==> config.mk <==
export PLATFORM = sky130hd
export DESIGN_NAME = addsub_serial
export DESIGN_NICKNAME = d
export VERILOG_FILES = /design/src/rtl/addsub_pkg.sv /design/src/rtl/addsub_digit.sv /design/src/rtl/addsub_serial.sv
export SDC_FILE = /design/constraint.sdc
export NUM_CORES = 1
export LEC_CHECK = 0
export ABC_AREA = 0
export BUFFER_PORTS_ARGS = -buffer_cell sky130_fd_sc_hd__buf_2
export CORE_ASPECT_RATIO = 1.1
export CORE_UTILIZATION = 45
export DETAILED_ROUTE_END_ITERATION = 10
export HOLD_SLACK_MARGIN = 0.02
export PLACE_DENSITY = 0.66
export SLEW_MARGIN = 20
export SYNTH_ARGS = -nofsm -noshare
export SYNTH_HDL_FRONTEND = slang
export SYNTH_HIERARCHICAL = 1
export SYNTH_SLANG_ARGS = --single-unit
==> constraint.sdc <==
create_clock -name clk -period 4.1 [get_ports clk]
set_input_delay 0.41 -clock clk [delete_from_list [all_inputs] [get_ports clk]]
set_output_delay 0.41 -clock clk [all_outputs]
set_load 0.01 [all_outputs]
==> src/rtl/addsub_pkg.sv <==
// Shared definitions for the digit-serial adder/subtractor: FSM state encoding
// and digit-index sizing helper.
package addsub_pkg;

  typedef enum logic [1:0] {
    ST_IDLE = 2'd0,
    ST_RUN  = 2'd1,
    ST_DONE = 2'd2
  } state_t;

  // Width of the digit index counter; a single-digit datapath still needs one bit.
  function automatic int idx_width(input int ndig);
    return (ndig > 1) ? $clog2(ndig) : 1;
  endfunction

endpackage

==> src/rtl/addsub_digit.sv <==
// One DIGIT-bit ripple slice built from full-adder cells. Also exposes the carry
// into its top bit so the last digit can produce the signed overflow flag.
module addsub_digit import addsub_pkg::*; #(
  parameter int DIGIT = 4
) (
  input  logic [DIGIT-1:0] a,
  input  logic [DIGIT-1:0] b_conditioned,
  input  logic             cin,
  output logic [DIGIT-1:0] sum,
  output logic             cout,
  output logic             c_msb
);

  logic [DIGIT:0] c;

  always_comb begin
    c    = '0;
    sum  = '0;
    c[0] = cin;
    for (int i = 0; i < DIGIT; i++) begin
      sum[i]   = a[i] ^ b_conditioned[i] ^ c[i];
      c[i+1]   = (a[i] & b_conditioned[i]) | (c[i] & (a[i] ^ b_conditioned[i]));
    end
  end

  assign cout  = c[DIGIT];
  assign c_msb = c[DIGIT-1];

endmodule

==> src/rtl/addsub_serial.sv <==
// Digit-serial two's-complement adder/subtractor with valid/ready handshakes.
// Processes DIGIT bits per cycle LSB first; reports carry, overflow and optional saturation.
module addsub_serial import addsub_pkg::*; #(
  parameter int WIDTH = 16,
  parameter int DIGIT = 4
) (
  input  logic             clk,
  input  logic             rst,
  input  logic             in_valid,
  output logic             in_ready,
  input  logic [WIDTH-1:0] X,
  input  logic [WIDTH-1:0] Y,
  input  logic             sub,
  input  logic             sat,
  output logic             out_valid,
  input  logic             out_ready,
  output logic [WIDTH-1:0] S,
  output logic             C,
  output logic             V,
  output logic             busy
);

  localparam int NDIG  = WIDTH / DIGIT;
  localparam int IDX_W = idx_width(NDIG);
  localparam logic [IDX_W-1:0] LAST_IDX = IDX_W'(NDIG - 1);

  state_t             state;
  logic [WIDTH-1:0]   x_q;
  logic [WIDTH-1:0]   y_q;
  logic               sat_q;
  logic               carry;
  logic [IDX_W-1:0]   idx;

  logic [DIGIT-1:0]   a_dig;
  logic [DIGIT-1:0]   b_dig;
  logic [DIGIT-1:0]   sum_dig;
  logic               cout_dig;
  logic               cmsb_dig;
  logic [WIDTH-1:0]   s_next;
  logic               v_next;

  // Clamp to the extreme of the true sign; {C,S} is the exact result, so C is that sign.
  function automatic logic [WIDTH-1:0] saturate(input logic [WIDTH-1:0] raw,
                                                input logic en, input logic ovf,
                                                input logic sign);
    if (en && ovf)
      return sign ? {1'b1, {(WIDTH-1){1'b0}}} : {1'b0, {(WIDTH-1){1'b1}}};
    return raw;
  endfunction

  assign a_dig = x_q[idx*DIGIT +: DIGIT];
  assign b_dig = y_q[idx*DIGIT +: DIGIT];

  addsub_digit #(.DIGIT(DIGIT)) u_digit (
    .a             (a_dig),
    .b_conditioned (b_dig),
    .cin           (carry),
    .sum           (sum_dig),
    .cout          (cout_dig),
    .c_msb         (cmsb_dig)
  );

  always_comb begin
    s_next = S;
    s_next[idx*DIGIT +: DIGIT] = sum_dig;
    v_next = cmsb_dig ^ cout_dig;
  end

  always_ff @(posedge clk or posedge rst) begin
    if (rst) begin
      state     <= ST_IDLE;
      in_ready  <= 1'b1;
      out_valid <= 1'b0;
      busy      <= 1'b0;
      S         <= '0;
      C         <= 1'b0;
      V         <= 1'b0;
      x_q       <= '0;
      y_q       <= '0;
      sat_q     <= 1'b0;
      carry     <= 1'b0;
      idx       <= '0;
    end else begin
      case (state)
        ST_IDLE: begin
          if (in_valid) begin
            x_q      <= X;
            y_q      <= Y ^ {WIDTH{sub}};
            sat_q    <= sat;
            carry    <= sub;
            idx      <= '0;
            state    <= ST_RUN;
            in_ready <= 1'b0;
            busy     <= 1'b1;
          end
        end
        ST_RUN: begin
          if (idx == LAST_IDX) begin
            S         <= saturate(s_next, sat_q, v_next, cout_dig);
            C         <= cout_dig;
            V         <= v_next;
            state     <= ST_DONE;
            out_valid <= 1'b1;
          end else begin
            S     <= s_next;
            carry <= cout_dig;
            idx   <= idx + 1'b1;
          end
        end
        ST_DONE: begin
          if (out_ready) begin
            state     <= ST_IDLE;
            out_valid <= 1'b0;
            in_ready  <= 1'b1;
            busy      <= 1'b0;
          end
        end
        default: begin
          state     <= ST_IDLE;
          out_valid <= 1'b0;
          in_ready  <= 1'b1;
          busy      <= 1'b0;
        end
      endcase
    end
  end

endmodule

==> results of run 1 <==
-- through the flow --
step	power [uW]	hold WS, ns
floorplan	2290	0.476
global placement	2610	0.464
detailed placement	2640	0.474
CTS	3240	0.289
global route	3480	0.289
finish	3220	0.272
-- where the power goes --
part	switching, uW	total, uW	internal (uW)
Sequential	180	1030	849
Clock	220	592	372
Combinational	868	1600	730
Total	1270	3220	1950
-- routing by layer --
layer  vias to the layer above  wire length, um  part of all wire  GRT usage
met5                         -                0                 0          0
met4                         0              129             0.023     0.0909
met3                        13              273             0.049     0.0429
met2                        55             2720              0.48      0.286
met1                      1017             2510              0.45      0.233
li1                       1028                -                 -          -
-- layout make-up --
class	count	area [um2]	area share
Clock buffer	11	151	0.0417
Clock inverter	5	75.1	0.0207
Inverter	15	56.3	0.0155
Multi-Input combinational cell	177	1450	0.399
Sequential cell	59	1480	0.407
Tap cell	82	103	0.0283
Timing Repair Buffer	62	320	0.0882
-- state kept, by name, summed over array words and instances, names as in the netlist --
signal     cells
S             16
x_q           16
y_q           16
idx            2
state          2
C              1
V              1
busy           1
carry          1
in_ready       1
out_valid      1
sat_q          1
-- how the worst min path moves through the flow --
stage	startpoint	end	depth (start not counted)
after floorplan	x_q[4]	x_q[4]	1
after global placement	S[3]	S[3]	2
after detailed placement	V	V	2
after CTS	X[7]	x_q[7]	2
after global routing	X[1]	x_q[1]	2
final	rst	x_q[11]	3
-- tightest hold or removal path: stages --
cell	delay [ns]
buf_2	0.10
inv_2	0.03
buf_4	0.56
-- layout by cell type, fill, tap and decap left out, types with 8 or more instances in the layout --
master | synthesis | final
xnor2_1 | 17 | 17
inv_1 | 15 | 14
o21ai_0 | 16 | 16
dfrtp_1 | 58 | 58
a21oi_1 | 17 | 17
mux4_2 | 8 | 8
clkbuf_8 | 0 | 11
nor2_1 | 20 | 20
a21oi_2 | 10 | 10
mux2_4 | 16 | 16
nand2_1 | 23 | 23
buf_2 | 3 | 58
-- logic make-up (layout without fill, tap and decap cells) --
logic type,count (synthesis),after routing,synth area share
buf+inv,28,93,0.0569
flops,59,59,0.476
simple gates,64,64,0.108
compound gates,59,59,0.115
fa+ha+maj,10,10,0.0500
xor+xnor,17,17,0.0480
mux,27,27,0.146
==> out/qor.txt, run 1 <==
CP startpoint kind = register
vias = 2113
nets@finish = 372
Max Clock Skew = 0.00709 ns
most frequent CP cell = fa_1
I/O Buffers = 58
row cnt = 31
Finished Cell Area = 3630 um2
R2R cell count = 10
Die Ht = 89.1 um
Worst slew margin = 0.377
Critical R2R Launch = idx[0]
Critical path buffers and inverters = 2
crit share post-route = 0.849
post-synthesis to final-layout area growth = 17.1%
Worst IR Drop VDD = 0.000433 V
max-cap viol count = 0
CP max stage delay = 0.56 ns
min cycle time layout = 3.48 ns
vias in the first global route = 2083
DRC violations left = 0
final core utilization = 0.547
pin count of the biggest net entering global routing = 60
Synth area leader = dfrtp_1
filler cell count = 587
# resized after CTS = 0
Die Footprint = 7230 um2
number of hold buffers added after cts = 0
post-route ant nets = 0
FFs w/ async S/R, synth = 1.00
H-tree depth = 3
fmax = 287 MHz
sequential element share of the synthesized area = 0.476
Setup Fix Bufs, Post-CTS = 0
Core Area = 6630 um2
Placement Setup Slack = 0.628 ns
placed cell area = 3400 um2
post-synth top area share = 0.468
pwr/cell area = 887 nW/um2
Non-Filler Instances = 411
clock root buffer = clkbuf_8
Pre-antenna DRT Iters = 4
CTS Buf Count = 9
Area contributors post-synth = dfrtp_1 47%, mux2_4 7.7%, mux4_2 5.8%
Ant. Diodes = 0
Cells after Synth = 264
CP endpoint kind = register
EDFF count, synth = 0
Pleak = 0.00166 uW
setup TNS = 0 ns
Final Hold Viols = 0
type of the worst setup path = register to register
final setup fails = 0
Largest delay share family, worst path = adder cells
hpwl dp = 4120 um
first-iteration detailed-routing DRC count = 80
first-pass GRT wire length = 9740 um
clock-pin transition on the worst setup and hold timing paths = 0.07 ns
Main synth FF type = dfrtp_1
Min-Delay Path Class = primary input to async pin
Worst R2R End = S[8]
placed insts = 395
Max clock buf depth = 2
post-synth net total = 312
share of cells above drive strength 1 = 0.371
final setup margin = 0.621 ns
worst-path maximum fanout = 14
cells along the critical path = mux4_2 > fa_1 > inv_1 > fa_1 > fa_1 > inv_1 > fa_1 > and4b_1 > nand2b_1 > o21ai_0
grt ovf = 0
Seq cells post-synth = 59
RSZ-0062 raised after global routing = false
mapped cell area = 3100 um2
Routed WL = 5620 um
Via density = 5.14
worst path required time = 4.34 ns
slowest stage cell, crit path = mux4_2
clock insertion delay at the later pin of the skew report = 0.33 ns
initial antenna violation count = 0
reg2reg setup slack = 0.62 ns
CTS tree = yes
I/O pin cnt = 59
CP Launch Point = idx[0]
status = finished clean
warning count from the yosys run = 6
CP endpoint = S[8]
Pins Over Slew Limit = 0
TritonCTS Sinks = 59
Worst path depth = 10
Synth cell types = 40
Die X = 81.2 um
most common cell in the synthesized netlist = dfrtp_1
total track usage = 0.181
slew at the pin closest to its max-slew limit = 0.933 ns
Arr. time, crit path = 3.72 ns
global placement routability congestion = 0.827
Avg WL per Cell = 13.7 um
Post-Syn Area per Cell = 11.7 um2
synth cell count leaders = 58 x dfrtp_1, 23 x nand2_1, 20 x nor2_1, 17 x a21oi_1, 17 x xnor2_1
Initial Util = 0.468
Note: power is estimated with default switching activity, not from simulation.
==> run 2, diff against run 1 <==
- ABC_AREA: 0 -> 1
- clock period: 4.1 -> 3.6 ns (I/O delays scaled with it)
==> run 2 against run 1 <==
  * Total power up 11%
  * Register-to-register slack worse by 0.28 ns
  * Die area down 0.12%
  * Critical path type unchanged
  * Largest cell class unchanged
  * Largest power group unchanged
==> out/qor.txt, run 2 <==
Post-Syn Area per Cell = 7.94 um2
Cells after Synth = 390
Final Hold Viols = 0
hpwl dp = 4820 um
commonest non-fill, non-tap cell in the layout = nand2_1
warning count from the yosys run = 6
Pins Over Slew Limit = 0
min cycle time layout = 3.26 ns
Max clock buf depth = 2
mapped cell area = 3100 um2
Worst slew margin = 0.541
share of cells above drive strength 1 = 0.197
worst-path maximum fanout = 16
cells along the critical path = inv_1 > o21ai_0 > o22ai_1 > fa_1 > inv_1 > fa_1 > fa_1 > inv_1 > fa_1 > xor2_1 > nand2_2 > nand3_1 > nand2_1 > nand2_1
total track usage = 0.210
CP endpoint kind = register
row cnt = 31
Comb pwr share = 0.484
sequential element share of the synthesized area = 0.477
post-route ant nets = 0
most frequent CP cell = fa_1
Min-Delay Path Class = primary input to async pin
I/O pin cnt = 59
Max Clock Skew = 0.00965 ns
Ant. Diodes = 0
post-synth net total = 438
Pint = 2020 uW
Arr. time, crit path = 3.54 ns
final setup margin = 0.345 ns
Placement Setup Slack = 0.367 ns
Critical R2R Launch = idx[0]
reg2reg setup slack = 0.34 ns
Die Ht = 89.0 um
Synth cell types = 28
vias in the first global route = 2501
synth cell count leaders = 159 x nand2_1, 58 x dfrtp_1, 35 x o21ai_0, 28 x nor2_1, 21 x inv_1
grt ovf = 0
Worst R2R End = S[6]
Sw Ratio = 0.436
nets@finish = 499
slew at the pin closest to its max-slew limit = 0.688 ns
# resized after CTS = 0
CP max stage delay = 0.46 ns
most frequent cells in the layout = 159 x nand2_1, 58 x dfrtp_1, 58 x buf_2
CTS tree = yes
status = finished clean
vias = 2639
Core Area = 6630 um2
FFs w/ async S/R, synth = 1.00
Main synth FF type = dfrtp_1
post-synth top area share = 0.468
fmax = 307 MHz
CP startpoint kind = register
Die X = 81.1 um
Seq pwr share = 0.324
initial antenna violation count = 0
worst path required time = 3.89 ns
EDFF count, synth = 0
crit share post-route = 0.904
Initial Util = 0.467
type of the worst setup path = register to register
pin count of the biggest net entering global routing = 55
CTS Buf Count = 9
pwr/cell area = 972 nW/um2
Die Footprint = 7220 um2
number of hold buffers added after cts = 0
max-cap viol count = 0
slowest stage cell, crit path = dfrtp_1
Via density = 4.91
most common cell in the synthesized netlist = nand2_1
biggest regs = S x16, x_q x16, y_q x16
Synth area leader = dfrtp_1
global placement routability congestion = 0.868
first-pass GRT wire length = 11300 um
post-synthesis to final-layout area growth = 19.0%
Setup Fix Bufs, Post-CTS = 0
P_sw = 1560 uW
R2R cell count = 14
Clock Power Share = 0.192
clock-pin transition on the worst setup and hold timing paths = 0.07 ns
first-iteration detailed-routing DRC count = 130
I/O Buffers = 58
clock insertion delay at the later pin of the skew report = 0.35 ns
Worst IR Drop VDD = 0.000430 V
TritonCTS Sinks = 59
setup TNS = 0 ns
Seq cells post-synth = 59
Area contributors post-synth = dfrtp_1 47%, nand2_1 19%, o21ai_0 5.7%
DRC violations left = 0
H-tree depth = 3
clock root buffer = clkbuf_8
final setup fails = 0
Pleak = 0.00199 uW
Pre-antenna DRT Iters = 5
Avg WL per Cell = 12.3 um
Routed WL = 6600 um
RSZ-0062 raised after global routing = false
==> run 2: worst max path at each step <==
| stage | from | to | slack [ns] |
|---|---|---|---|
| 2_1_floorplan | idx[0] | S[15] | 0.48 |
| 3_3_place_gp | idx[1] | S[15] | 0.45 |
| 3_5_place_dp | idx[0] | S[6] | 0.37 |
| 4_1_cts | idx[0] | S[6] | 0.34 |
| 5_1_grt | idx[0] | S[7] | 0.03 |
| 6_report | idx[0] | S[6] | 0.34 |
==> run 2: power groups by stage <==
stage	registers, uW	logic, uW	clock network [uW]
2_1_floorplan	1140	1310	0
3_3_place_gp	1170	1700	0
3_5_place_dp	1160	1740	0
4_1_cts	1160	1750	699
5_1_grt	1200	2010	724
6_report	1160	1740	688
==> run 2: metrics by stage <==
stage	std cells	total power (uW)	instance area, um2	utilization	hold WS, ns
finish	538	3580	3690	0.556	0.116
global route	538	3930	3690	0.556	0.183
CTS	538	3600	3690	0.556	0.133
detailed placement	522	2910	3460	0.521	0.455
global placement	522	2870	3460	0.521	0.453
floorplan	390	2450	3100	-	0.444
==> run 2: final cells by class <==
class	instances	area, um2
repair buffers	65	343
flip-flops and latches	59	1480
well taps	82	103
multi-input cells	290	1440
clock buffers	12	155
clock inverters	4	72.6
fillers	614	2950
inverters	26	100
==> run 2: per-layer routing <==
layer  global-route usage  share of wire  up-vias
met2                0.332           0.46       65
met5                    0              0        -
met1                0.268           0.47     1206
met3               0.0439          0.041       15
met4                0.120          0.024        0
li1                     -              -     1353
==> run 2: kinds of logic after synthesis <==
logic type | after synthesis | share of synthesized area
buffers and inverters | 41 | 0.0598
adders and majority gates | 10 | 0.0501
xor gates and xnor gates | 17 | 0.0481
AOI/OAI and AO/OA | 48 | 0.0860
and+or+nand+nor | 215 | 0.279
DFF | 59 | 0.477
==> run 2: worst max-delay path, delay by kind of cell, from the launching register on <==
family	cells	cell delay (ns)
adder cells (fa/ha/maj)	4	1.22
AND/OR/NAND/NOR	4	0.51
flip-flops	1	0.46
buffers and inverters	3	0.43
AO/OA/AOI/OAI	2	0.34
XOR/XNOR	1	0.24
